### src/rtl/bg_map_scroller.sv
// Background tile-map writer: fills the map at start-up, owns the fine x scroll,
// and performs a one-tile coarse scroll by shifting play-field rows left in vblank.
module bg_map_scroller #(
  parameter int          TILE_COLS   = 40,
  parameter int          TILE_ROWS   = 30,
  parameter int          HUD_ROWS    = 5,
  parameter int          GROUND_ROWS = 3,
  parameter logic [15:0] LFSR_SEED   = 16'hACE1
) (
  input  logic        clk,
  input  logic        reset,
  input  logic        scroll_tick,
  input  logic        game_over,
  input  logic        vblank,
  input  logic [15:0] rd_data,
  output logic [15:0] rd_addr,
  output logic [15:0] wr_addr,
  output logic [15:0] wr_data,
  output logic        wr_en,
  output logic [3:0]  x_offset,
  output logic        busy
);

  localparam logic [15:0] MAP_SIZE_C     = 16'(TILE_COLS * TILE_ROWS);
  localparam logic [15:0] COLS_C         = 16'(TILE_COLS);
  localparam logic [15:0] LAST_COL_C     = 16'(TILE_COLS - 1);
  localparam logic [15:0] ROWS_C         = 16'(TILE_ROWS);
  localparam logic [15:0] HUD_C          = 16'(HUD_ROWS);
  localparam logic [15:0] GROUND_START_C = 16'(TILE_ROWS - GROUND_ROWS);
  localparam logic [15:0] HUD_BASE_C     = 16'(HUD_ROWS * TILE_COLS);

  typedef enum logic [1:0] {
    ST_INIT  = 2'd0,
    ST_IDLE  = 2'd1,
    ST_SHIFT = 2'd2
  } state_t;

  state_t      state_r, state_next_s;
  logic [15:0] lfsr_r;
  logic [15:0] init_addr_r, init_col_r, init_row_r;
  logic [15:0] sh_row_r, sh_col_r, sh_base_r;
  logic [15:0] wr_addr_r, wr_data_r, rd_addr_r;
  logic        wr_en_r, copy_r, busy_r, shift_pending_r;
  logic [3:0]  x_offset_r;
  logic        init_done_s, shift_done_s, shift_start_s;

  function automatic logic [15:0] lfsr_step(input logic [15:0] v);
    return {1'b0, v[15:1]} ^ (v[0] ? 16'hB400 : 16'h0000);
  endfunction

  function automatic logic [15:0] gen_entry(input logic [15:0] row,
                                            input logic [2:0]  lf_hi,
                                            input logic [2:0]  lf_lo);
    logic [15:0] e;
    if (row < HUD_C) begin
      e = 16'h0000;
    end else if (row >= GROUND_START_C) begin
      e = {7'b0, 1'b1, 2'b00, 3'd1, lf_lo};
    end else if (lf_hi == 3'b000) begin
      e = {7'b0, 1'b1, 2'b00, 3'd0, lf_lo};
    end else begin
      e = 16'h0000;
    end
    return e;
  endfunction

  assign init_done_s   = (init_addr_r == MAP_SIZE_C);
  assign shift_done_s  = (sh_row_r == ROWS_C);
  assign shift_start_s = shift_pending_r & vblank;

  // Next-state decode for the INIT / IDLE / SHIFT sequencer.
  always_comb begin
    state_next_s = state_r;
    case (state_r)
      ST_INIT:  if (init_done_s)   state_next_s = ST_IDLE;  else state_next_s = ST_INIT;
      ST_IDLE:  if (shift_start_s) state_next_s = ST_SHIFT; else state_next_s = ST_IDLE;
      ST_SHIFT: if (shift_done_s)  state_next_s = ST_IDLE;  else state_next_s = ST_SHIFT;
      default:  state_next_s = ST_INIT;
    endcase
  end

  // State register.
  always_ff @(posedge clk) begin
    if (reset) state_r <= ST_INIT;
    else       state_r <= state_next_s;
  end

  // Datapath: map generation, fine scroll, and the row-shift pipeline.
  always_ff @(posedge clk) begin
    if (reset) begin
      lfsr_r          <= LFSR_SEED;
      init_addr_r     <= 16'd0;
      init_col_r      <= 16'd0;
      init_row_r      <= 16'd0;
      sh_row_r        <= 16'd0;
      sh_col_r        <= 16'd0;
      sh_base_r       <= 16'd0;
      wr_addr_r       <= 16'd0;
      wr_data_r       <= 16'd0;
      rd_addr_r       <= 16'd0;
      wr_en_r         <= 1'b0;
      copy_r          <= 1'b0;
      busy_r          <= 1'b1;
      shift_pending_r <= 1'b0;
      x_offset_r      <= 4'd0;
    end else begin
      case (state_r)
        ST_INIT: begin
          copy_r <= 1'b0;
          if (init_done_s) begin
            wr_en_r <= 1'b0;
            busy_r  <= 1'b0;
          end else begin
            wr_en_r     <= 1'b1;
            wr_addr_r   <= init_addr_r;
            wr_data_r   <= gen_entry(init_row_r, lfsr_r[15:13], lfsr_r[2:0]);
            if (init_row_r >= HUD_C) lfsr_r <= lfsr_step(lfsr_r);
            init_addr_r <= init_addr_r + 16'd1;
            if (init_col_r == LAST_COL_C) begin
              init_col_r <= 16'd0;
              init_row_r <= init_row_r + 16'd1;
            end else begin
              init_col_r <= init_col_r + 16'd1;
            end
          end
        end
        ST_IDLE: begin
          wr_en_r <= 1'b0;
          copy_r  <= 1'b0;
          if (shift_start_s) begin
            busy_r    <= 1'b1;
            sh_row_r  <= HUD_C;
            sh_col_r  <= 16'd0;
            sh_base_r <= HUD_BASE_C;
            rd_addr_r <= HUD_BASE_C + 16'd1;
          end else if (scroll_tick && !game_over && !shift_pending_r) begin
            if (x_offset_r == 4'd15) shift_pending_r <= 1'b1;
            else                     x_offset_r      <= x_offset_r + 4'd1;
          end
        end
        ST_SHIFT: begin
          if (shift_done_s) begin
            wr_en_r         <= 1'b0;
            copy_r          <= 1'b0;
            busy_r          <= 1'b0;
            x_offset_r      <= 4'd0;
            shift_pending_r <= 1'b0;
          end else if (sh_col_r == LAST_COL_C) begin
            // Close the row with a fresh entry; the next row's first read overlaps it.
            wr_en_r   <= 1'b1;
            copy_r    <= 1'b0;
            wr_addr_r <= sh_base_r + LAST_COL_C;
            wr_data_r <= gen_entry(sh_row_r, lfsr_r[15:13], lfsr_r[2:0]);
            lfsr_r    <= lfsr_step(lfsr_r);
            sh_col_r  <= 16'd0;
            sh_row_r  <= sh_row_r + 16'd1;
            sh_base_r <= sh_base_r + COLS_C;
            if (sh_row_r + 16'd1 != ROWS_C) rd_addr_r <= sh_base_r + COLS_C + 16'd1;
          end else begin
            // Copy: the word read last cycle lands one column to the left.
            wr_en_r   <= 1'b1;
            copy_r    <= 1'b1;
            wr_addr_r <= sh_base_r + sh_col_r;
            if (sh_col_r + 16'd1 < LAST_COL_C) rd_addr_r <= sh_base_r + sh_col_r + 16'd2;
            sh_col_r  <= sh_col_r + 16'd1;
          end
        end
        default: begin
          wr_en_r <= 1'b0;
          copy_r  <= 1'b0;
          busy_r  <= 1'b1;
        end
      endcase
    end
  end

  assign rd_addr  = rd_addr_r;
  assign wr_addr  = wr_addr_r;
  assign wr_data  = copy_r ? rd_data : wr_data_r;
  assign wr_en    = wr_en_r;
  assign x_offset = x_offset_r;
  assign busy     = busy_r;

endmodule

### config.mk
export PLATFORM = sky130hd
export DESIGN_NAME = bg_map_scroller
export DESIGN_NICKNAME = d
export VERILOG_FILES = /design/src/rtl/bg_map_scroller.sv
export SDC_FILE = /design/constraint.sdc
export NUM_CORES = 1
export LEC_CHECK = 0
export BUFFER_PORTS_ARGS = -buffer_cell sky130_fd_sc_hd__buf_2
export CAP_MARGIN = 20
export CORE_ASPECT_RATIO = 0.7
export CORE_MARGIN = 2
export CORE_UTILIZATION = 30
export CTS_CLUSTER_DIAMETER = 30
export DETAILED_ROUTE_END_ITERATION = 16
export GPL_ROUTABILITY_DRIVEN = 0
export PLACE_DENSITY_LB_ADDON = 0.15
export SLEW_MARGIN = 20
export SYNTH_ARGS = -nofsm -noshare
export SYNTH_HDL_FRONTEND = slang
export SYNTH_SLANG_ARGS = --single-unit
### constraint.sdc
create_clock -name clk -period 3.4 [get_ports clk]
set_input_delay 0.34 -clock clk [delete_from_list [all_inputs] [get_ports clk]]
set_output_delay 0.34 -clock clk [all_outputs]
set_load 0.005 [all_outputs]
==> flow_metrics.env <==
export IMPL_area_growth_pct=15.5
export IMPL_layout_nets=1270
export IMPL_min_period_ns=3.06
export IMPL_drv_slew=0
export IMPL_skew_ns=0.0198
export IMPL_wl_microns=26900
export IMPL_cts_buffers=17
export IMPL_cts_resized=0
export IMPL_dp_hpwl_microns=19500
export IMPL_hold_buffers=0
export IMPL_post_route_util_pct=35.4
export IMPL_remaining_drc_errors=0
export IMPL_synth_net_count=1215
export IMPL_num_vias=8328
export IMPL_r2r_slack_ns=0.34
export IMPL_grt_pass1_vias=7367
export IMPL_avgRoutedWirePerCell_microns=16.4
export IMPL_viasPerCell=5.08
export IMPL_antenna_left=0
export IMPL_status="finished clean"
export IMPL_setup_viol=0
export IMPL_grt_max_degree=69
export IMPL_fin_crit_sh_pct=90.0
export IMPL_relSlewSlack_pct=49.5
export IMPL_cts_max_level=4
export IMPL_yosys_warnings=0
export IMPL_antenna_found_initial=1
export IMPL_postCtsSetupRepairBufs=0
export IMPL_fin_setup_tns_ns=0
export IMPL_r2r_cells=11
export IMPL_gr_total_overflow=0
export IMPL_first_iter_violations=652
export IMPL_layout_drive_gt1_share_pct=14.3
export IMPL_grt_pass1_wl_microns=42900
export IMPL_hold_viol=0
export IMPL_path_class="flip-flop to flip-flop"
export IMPL_fmax_mhz=327
export IMPL_rows=53
export IMPL_cts_tree="yes"
export IMPL_ys_seq_area_share_pct=33.8
export IMPL_clock_sinks=156
export IMPL_critPathLaunchType="flip-flop"
export IMPL_rsz0062_at_grt="no"
export IMPL_cts_path_max_buffers=2
export IMPL_ir_drop_v=0.000305
export IMPL_nFillCells=3182
export IMPL_diodes=0
export IMPL_ys_ff_latch=156
export IMPL_power_density_nw_per_um2=361
export IMPL_crit_path_end_kind="flip-flop"
export IMPL_synth_edff_count=0
export IMPL_drv_cap=0
export IMPL_coreArea_sq_um=30200
export IMPL_dr_pass1_iters=5
export IMPL_min_path_type="input pin to flip-flop"
export IMPL_async_reset_ff_share_pct=0
export IMPL_die_area_sq_um=32200
export IMPL_arrival_ns=3.36
export IMPL_hold_depth=3
export IMPL_tightest_slew_ns=0.751
export IMPL_syn_avg_cell_area_sq_um=7.97
export IMPL_die_y_microns=151
export IMPL_pin_count=75
export IMPL_netlist_area_sq_um=9240
export IMPL_synth_flop_cell="dfxtp_1"
export IMPL_clk_pin_slew_ns=0.07
export IMPL_p_leak_uw=0.00396
export IMPL_port_buffers=74
export IMPL_clk_latency_ns=0.45
export IMPL_required_ns=3.70
export IMPL_cts_root_buffer="clkbuf_16"
export IMPL_cp_max_fo=28
export IMPL_start_util_pct=30.6
export IMPL_die_w_microns=214
export IMPL_synthCells=1160
export IMPL_ys_types=72
export IMPL_grtUsageTotal_pct=17.2
-- critical path: stages, from the launching register on --
cell and delay [ns]:
dfxtp_1 0.45, ha_1 0.36, nand2_1 0.23, nor4_1 0.26, buf_4 0.18, and2_1 0.16
nand2_2 0.09, a2111oi_2 0.46, a31o_1 0.26, buf_12 0.19, mux2i_1 0.20, nor2_1 0.05
-- layout by cell type, fill, tap and decap left out, drive strengths merged, types with 22 or more instances in the layout --
cell type / count
buf: 112
and2: 22
xor2: 46
or3: 24
o21ai: 62
inv: 26
nor3: 36
mux2i: 30
nand2: 101
dfxtp: 156
nand4: 28
nor2: 146
ha: 34
a21oi: 91
nand3: 39
xnor2: 44
-- routing by layer --
layer	vias to the layer above	GRT usage (%)	wire length, microns
li1	4262	-	-
met1	3848	27.2	14900
met2	201	23.4	10300
met3	15	3.55	1500
met4	2	3.65	189
met5	-	0	13
-- Yosys cell counts, drive strengths merged, types with 4 or more instances --
| cell | number | area (sq um) |
|---|---|---|
| dfxtp | 156 | 3120 |
| nor2 | 146 | 551 |
| nand2 | 101 | 384 |
| a21oi | 91 | 459 |
| o21ai | 62 | 314 |
| clkbuf | 53 | 201 |
| xor2 | 46 | 403 |
| xnor2 | 44 | 385 |
| nand3 | 39 | 195 |
| nor3 | 36 | 200 |
| ha | 34 | 425 |
| mux2i | 30 | 300 |
| nand4 | 28 | 181 |
| inv | 24 | 90.1 |
| or3 | 24 | 150 |
| buf | 23 | 148 |
| and2 | 22 | 138 |
| and3 | 20 | 125 |
| a211oi | 19 | 143 |
| nor4 | 19 | 159 |
| o211ai | 15 | 113 |
| nor3b | 9 | 67.6 |
| a22oi | 8 | 60.1 |
| a31oi | 8 | 50.1 |
| a21o | 7 | 52.6 |
| nand4b | 6 | 52.6 |
| nor2b | 6 | 37.5 |
| o21a | 6 | 45.0 |
| o31ai | 6 | 45.0 |
| or2 | 6 | 37.5 |
| a311oi | 5 | 43.8 |
| mux2 | 5 | 56.3 |
| or4 | 5 | 37.5 |
| a2111oi | 4 | 60.1 |
| and4 | 4 | 35.0 |
| nand2b | 4 | 25.0 |
-- final cells by class --
type | count | area, sq um | area share, %
multi-input cells | 904 | 5690 | 53.3
flip-flops and latches | 156 | 3120 | 29.3
repair buffers | 112 | 671 | 6.28
well taps | 412 | 515 | 4.83
clock buffers | 19 | 443 | 4.15
clock inverters | 13 | 143 | 1.34
inverters | 24 | 90.1 | 0.844
-- power by group --
group	switching [uW]	total [uW]	internal, uW
Combinational	49.0	73.7	24.7
Sequential	11.0	1850	1840
Clock	830	1940	1100
-- cell families (layout without fill, tap and decap cells) --
kind of cell	count (synthesis)	in the layout	synth area share, %
AOI/OAI and AO/OA	258	258	17.6
xor gates and xnor gates	90	90	8.53
adders and majority gates	35	35	4.71
buffers and inverters	100	168	4.75
DFF	156	156	33.8
muxes	35	35	3.86
and+or+nand+nor	486	486	26.8
-- per-stage QoR --
step	total power, uW	setup slack (ns)	cell area, sq um	hold WS [ns]	cells
5_1_grt	4000	0.0552	10700	0.232	1640
6_report	3860	0.340	10700	0.225	1640
3_5_place_dp	1960	0.378	10100	0.446	1608
2_1_floorplan	1930	0.696	9240	0.441	1160
3_3_place_gp	1960	0.435	10100	0.442	1608
4_1_cts	3920	0.342	10700	0.193	1640
-- state kept, by name (all words and copies together), names as in the netlist --
signal	count
busy	1
copy_r	1
init_addr_r	16
init_col_r	16
init_row_r	16
lfsr_r	16
rd_addr	16
sh_base_r	13
sh_col_r	16
sh_row_r	16
shift_pending_r	1
state_r	2
wr_addr	16
wr_data_r	5
wr_en	1
x_offset	4
-- final timing paths --
path	from	to
setup / recovery	sh_col_r[0]$_SDFFE_PP0P_	rd_addr[7]$_SDFFE_PP0P_
hold / removal	vblank	state_r[1]$_SDFF_PP0_
setup reg to reg	sh_col_r[0]$_SDFFE_PP0P_	rd_addr[7]$_SDFFE_PP0P_
hold reg to reg	rd_addr[4]$_SDFFE_PP0P_	rd_addr[4]$_SDFFE_PP0P_
Note: power is estimated with default switching activity, not from simulation.
